**src/rtl/img_sched_pkg.sv**
```systemverilog
// Shared types and constants for the live/background line-pair scheduler.
//   state_t  : scheduler FSM states
//   SRC_LIVE : m_tid value for a live (camera) line
//   SRC_BG   : m_tid value for a background (reconstructed) line
package img_sched_pkg;

  typedef enum logic [1:0] {
    ST_IDLE = 2'd0,
    ST_LIVE = 2'd1,
    ST_BG   = 2'd2
  } state_t;

  localparam logic SRC_LIVE = 1'b0;
  localparam logic SRC_BG   = 1'b1;

endpackage

```
**src/rtl/img_col_row_counter.sv**
```systemverilog
// Column/row position tracker for the line-pair scheduler.
// Ports:
//   Clock, Rst_n : clock, synchronous active-low reset
//   inc          : one accepted beat; advances the column
//   row_adv      : on a last-column beat, also advance the row (background line)
//   clear        : return both counters to 0
//   col, row     : current position
//   last_col     : col == IMG_W-1
//   last_row     : row == IMG_H-1
module img_col_row_counter #(
  parameter int IMG_W = 640,
  parameter int IMG_H = 480,
  parameter int CNT_W = 16
) (
  input  logic             Clock,
  input  logic             Rst_n,
  input  logic             inc,
  input  logic             row_adv,
  input  logic             clear,
  output logic [CNT_W-1:0] col,
  output logic [CNT_W-1:0] row,
  output logic             last_col,
  output logic             last_row
);

  localparam logic [CNT_W-1:0] COL_MAX = CNT_W'(IMG_W - 1);
  localparam logic [CNT_W-1:0] ROW_MAX = CNT_W'(IMG_H - 1);

  assign last_col = (col == COL_MAX);
  assign last_row = (row == ROW_MAX);

  always_ff @(posedge Clock) begin
    if (!Rst_n || clear) begin
      col <= '0;
      row <= '0;
    end else if (inc) begin
      if (last_col) begin
        col <= '0;
        // The row only moves once both lines of the pair have been sent.
        if (row_adv) row <= last_row ? '0 : row + 1'b1;
      end else begin
        col <= col + 1'b1;
      end
    end
  end

endmodule

```
**src/rtl/img_line_pair_scheduler.sv**
```systemverilog
// Interleaves a live camera stream (s0) and a background stream (s1) line by
// line onto one AXI-stream output: live row y, then background row y.
// Framing (tlast/tuser) comes from internal counters; source tlast is only
// checked and reported through len_err.
// Ports:
//   Clock, Rst_n      : clock, synchronous active-low reset
//   enable            : level; a new frame may start while high
//   s0_*              : live source (tvalid/tready/tdata/tlast)
//   s1_*              : background source (tvalid/tready/tdata/tlast)
//   m_*               : scheduled output stream; m_tid 0 = live, 1 = background
//   busy              : frame in progress
//   frame_done        : pulse the cycle after the last beat of a frame
//   len_err           : pulse with a beat whose source tlast disagrees with the column
//
// state   | meaning
// --------+---------------------------------------------------
// IDLE    | no frame active, nothing passes, wait for enable
// LIVE    | forwarding live line of current row from s0
// BG      | forwarding background line of current row from s1
module img_line_pair_scheduler
  import img_sched_pkg::*;
#(
  parameter int DATA_W = 32,
  parameter int IMG_W  = 640,
  parameter int IMG_H  = 480,
  parameter int CNT_W  = 16
) (
  input  logic              Clock,
  input  logic              Rst_n,
  input  logic              enable,
  input  logic              s0_tvalid,
  output logic              s0_tready,
  input  logic [DATA_W-1:0] s0_tdata,
  input  logic              s0_tlast,
  input  logic              s1_tvalid,
  output logic              s1_tready,
  input  logic [DATA_W-1:0] s1_tdata,
  input  logic              s1_tlast,
  output logic              m_tvalid,
  input  logic              m_tready,
  output logic [DATA_W-1:0] m_tdata,
  output logic              m_tlast,
  output logic              m_tuser,
  output logic              m_tid,
  output logic              busy,
  output logic              frame_done,
  output logic              len_err
);

  state_t           state, state_nxt;
  logic             sel_live, sel_bg, sel_tlast, beat;
  logic [CNT_W-1:0] col, row;
  logic             last_col, last_row;

  assign sel_live = (state == ST_LIVE);
  assign sel_bg   = (state == ST_BG);

  // Zero-latency mux; the unselected source always sees tready low, so the
  // scheduler never swaps to whichever source happens to be valid.
  assign m_tvalid  = (sel_live & s0_tvalid) | (sel_bg & s1_tvalid);
  assign s0_tready = sel_live & m_tready;
  assign s1_tready = sel_bg & m_tready;
  assign m_tdata   = sel_live ? s0_tdata : (sel_bg ? s1_tdata : '0);
  assign sel_tlast = (sel_live & s0_tlast) | (sel_bg & s1_tlast);
  assign m_tid     = sel_bg ? SRC_BG : SRC_LIVE;

  assign beat    = m_tvalid & m_tready;
  assign m_tlast = (sel_live | sel_bg) & last_col;
  assign m_tuser = sel_live & (row == '0) & (col == '0);
  assign busy    = sel_live | sel_bg;
  assign len_err = beat & (sel_tlast != last_col);

  img_col_row_counter #(
    .IMG_W (IMG_W),
    .IMG_H (IMG_H),
    .CNT_W (CNT_W)
  ) u_cnt (
    .Clock    (Clock),
    .Rst_n    (Rst_n),
    .inc      (beat),
    .row_adv  (sel_bg),
    .clear    (state == ST_IDLE),
    .col      (col),
    .row      (row),
    .last_col (last_col),
    .last_row (last_row)
  );

  always_ff @(posedge Clock) begin
    if (!Rst_n) begin
      state      <= ST_IDLE;
      frame_done <= 1'b0;
    end else begin
      state      <= state_nxt;
      frame_done <= beat & sel_bg & last_col & last_row;
    end
  end

  always_comb begin
    state_nxt = state;
    case (state)
      ST_IDLE: if (enable) state_nxt = ST_LIVE;
      ST_LIVE: if (beat && last_col) state_nxt = ST_BG;
      ST_BG:   if (beat && last_col) state_nxt = last_row ? ST_IDLE : ST_LIVE;
      default: state_nxt = ST_IDLE;
    endcase
  end

endmodule

```
**config.mk**
```make
export PLATFORM = sky130hd
export DESIGN_NAME = img_line_pair_scheduler
export DESIGN_NICKNAME = d
export VERILOG_FILES = /design/src/rtl/img_sched_pkg.sv /design/src/rtl/img_col_row_counter.sv /design/src/rtl/img_line_pair_scheduler.sv
export SDC_FILE = /design/constraint.sdc
export NUM_CORES = 1
export LEC_CHECK = 0
export BUFFER_PORTS_ARGS = -buffer_cell sky130_fd_sc_hd__buf_4
export CORE_AREA = 2 2 58 100
export DETAILED_ROUTE_END_ITERATION = 10
export DIE_AREA = 0 0 60 102
export PLACE_DENSITY = 0.78
export SYNTH_ARGS = -nofsm -noshare
export SYNTH_HDL_FRONTEND = slang
export SYNTH_SLANG_ARGS = --single-unit
```
**constraint.sdc**
```tcl
create_clock -name Clock -period 3 [get_ports Clock]
set_input_delay 0.6 -clock Clock [delete_from_list [all_inputs] [get_ports Clock]]
set_output_delay 0.6 -clock Clock [all_outputs]
set_load 0.03 [all_outputs]
```
==> flow_summary.ini <==
[run_status]
status = complete, no violations

[yosys]
muxShareOfSynthArea_pct = 0.832
ys_seq_area_share_pct = 29.1
netlist_area_um2 = 2410
synth.distinct_cells = 44
synth_top_family_by_area = simple AND/OR/NAND/NOR gates
ys_ff_latch = 35
synthFlopType = dfxtp_1
synth_top_area_share_pct = 29.1
async_flop_share_pct = 0
yosysWarnings = 0
yosys-top-cells-count = nand2_1, o21ai_0, dfxtp_1
synth_area_leaders = dfxtp_1, nand2_1, o21ai_0
synthAdderAreaFrac_pct = 4.16
synthSimpleGateAreaFrac_pct = 37.6
synth.avg_cell_area_um2 = 6.87
synth_most_common_cell = nand2_1
synth_top_area_cell = dfxtp_1
synth_xor_area_share_pct = 6.19
synth_cells = 350
synth_compound_area_share_pct = 16.6
synth_nets = 430
synth_edf_count = 0

[grt]
grt_pass1_vias = 2715
gr-total-overflow = 0
grt_max_degree = 69
grt_antenna_before_repair = 0
grt_pass1_wl_um = 12300
grt.total_usage_pct = 25.9

[cts]
cts_resized = 0
numCtsBuffers = 5
hold_buffers = 0
post_cts_buffers = 0
tritoncts = done
clk_root_buffer_cell = clkbuf_8
clk_pin_slew_ps = 70
ctsLongestPathBuffers = 2
htreeDepth = 2
cts_sinks = 35
clock_latency_ps = 290

[routing]
vias = 2887
avgViaCountPerCell = 5.46
met2_length_um = 4070
ant_nets = 0
routed_wl_um = 7620
m1WireLength_um = 2750
drt_iter0_drc = 178
dr.pass1.iters = 4
wl_per_cell_um = 14.4
wl_met3_um = 514
top_layer_used = met4
drcViolationCount = 0

[layout]
finalNonFillerCells = 529
n_antenna_cell = 0
final_nets = 534
fin_area_um2 = 3390
drive_gt1_share_pct = 29.2
final_core_util_pct = 64.0
area_growth_pct = 40.9

[critical_path]
cp-end-kind = output pin
crit_fanout = 68
cp_common_cell = buf_4
cpPeakStageDelay_ps = 470
crit_arrival_ps = 2070
cp_slowest_cell = buf_4
path_cells = inv_1, ha_2, buf_4, a22oi_1, xnor2_1, nor2_1, buf_4
worst_ep_required_time_ps = 2400
start_kind = flip-flop
cp_top_family = buffers and inverters
crit_type = reg2out
crit_buf_inv = 3

[timing]
slew_headroom_pct = 62.6
fin_crit_ps = 2670
fin_crit_sh_pct = 89.0
setup_ws_ps = 331
worst_pin_slew_ps = 562
hold_slack_ps = 492
clock_skew_ps = 8.77
clock.fmax_mhz = 375
finalMaxSlewViolations = 0
grt_setup_unrepaired = no
setup_viol = 0
finalHoldViolCount = 0
setup_tns_ps = 0

[power_and_ir_drop]
p_comb_share_pct = 31.8
ir_worst_vdd_uv = 204
pwr-share-seq_pct = 39.6
leakage_nw = 1.30
p_switching_mw = 0.399
power.total_mw = 1.18
power.density_nw_per_um2 = 349
p_int_mw = 0.784
clkPwrFrac_pct = 28.6
swShare_pct = 33.7

[floorplan]
die_y_um = 102
initial_utilization_pct = 45.4
io_pins = 113
die_w_um = 60
rows = 35
die_area_um2 = 6120
core_area_um2 = 5300

[place]
gp_congestion = 0.980
dp_slack_ps = 636
io_buffers = 112
placed_area_um2 = 3310
hpwlAfterDp_um = 6040
dp_cells = 521

[run]
maxCapViolations = 0

[worst_hold_path]
hp-class = reg2reg
metal layers:
layer | track usage [%] | up-vias
met5 | 0 | -
met4 | 11.6 | 0
met3 | 4.68 | 24
met2 | 47.9 | 138
met1 | 27.1 | 1300
li1 | - | 1425
flip-flops by register name, summed over array words and instances (netlist names):
signal and cells:
u_cnt.row 16, frame_done 1, u_cnt.col 16, state 2
tightest hold or removal path, cell delays in order, from the launching register on:
cell and delay (ps):
dfxtp_1 340, nand2_1 60, a21oi_1 50
cells by family (layout without fill, tap and decap cells):
group	Yosys count	count (layout)
flip-flops	35	35
buffers and inverters	34	139
multiplexers	2	2
adder cells (fa/ha/maj)	8	8
XOR/XNOR	17	17
AO/OA/AOI/OAI	72	72
AND/OR/NAND/NOR	182	182
layout by cell type (no fill, tap or decap), drive strengths merged, types with 2 or more instances in the layout:
master,Yosys,final
mux2i,2,2
or2,2,2
xor2,2,2
dfxtp,35,35
nand3,13,13
or4,5,5
nand2,85,85
nor2,23,23
and2,3,3
buf,3,118
xnor2,15,15
a21o,2,2
o31ai,3,3
clkbuf,18,6
nor3,13,13
inv,13,13
nor4,12,12
or3,3,3
ha,8,8
and3,4,4
a21oi,15,15
nand4,7,7
nor2b,2,2
o21ai,44,44
and4,6,6
layout make-up:
type / count / area, um^2
Fill cell: 479 / 1910
Multi-Input combinational cell: 281 / 1580
Timing Repair Buffer: 118 / 886
Sequential cell: 35 / 701
Tap cell: 74 / 92.6
Clock buffer: 6 / 72.6
Inverter: 13 / 48.8
Clock inverter: 2 / 12.5
worst paths after layout:
check                             from                   endpoint  slack [ps]  cells after the start
max              state[1]$_SDFFE_PN0P_                    len_err         330                      7
min          u_cnt.col[1]$_SDFFE_PP0P_  u_cnt.col[1]$_SDFFE_PP0P_         490                      2
max reg2reg      state[0]$_SDFFE_PN0P_      state[0]$_SDFFE_PN0P_         630                      7
min reg2reg  u_cnt.col[1]$_SDFFE_PP0P_  u_cnt.col[1]$_SDFFE_PP0P_         490                      2
power groups by stage:
| stage | logic, mW | clock network, mW | registers [mW] |
|---|---|---|---|
| 6_report | 0.376 | 0.338 | 0.469 |
| 3_5_place_dp | 0.377 | 0 | 0.480 |
| 4_1_cts | 0.378 | 0.342 | 0.469 |
| 2_1_floorplan | 0.206 | 0 | 0.479 |
| 5_1_grt | 0.405 | 0.361 | 0.469 |
| 3_3_place_gp | 0.373 | 0 | 0.480 |
Power figures use the tool's default switching activity.
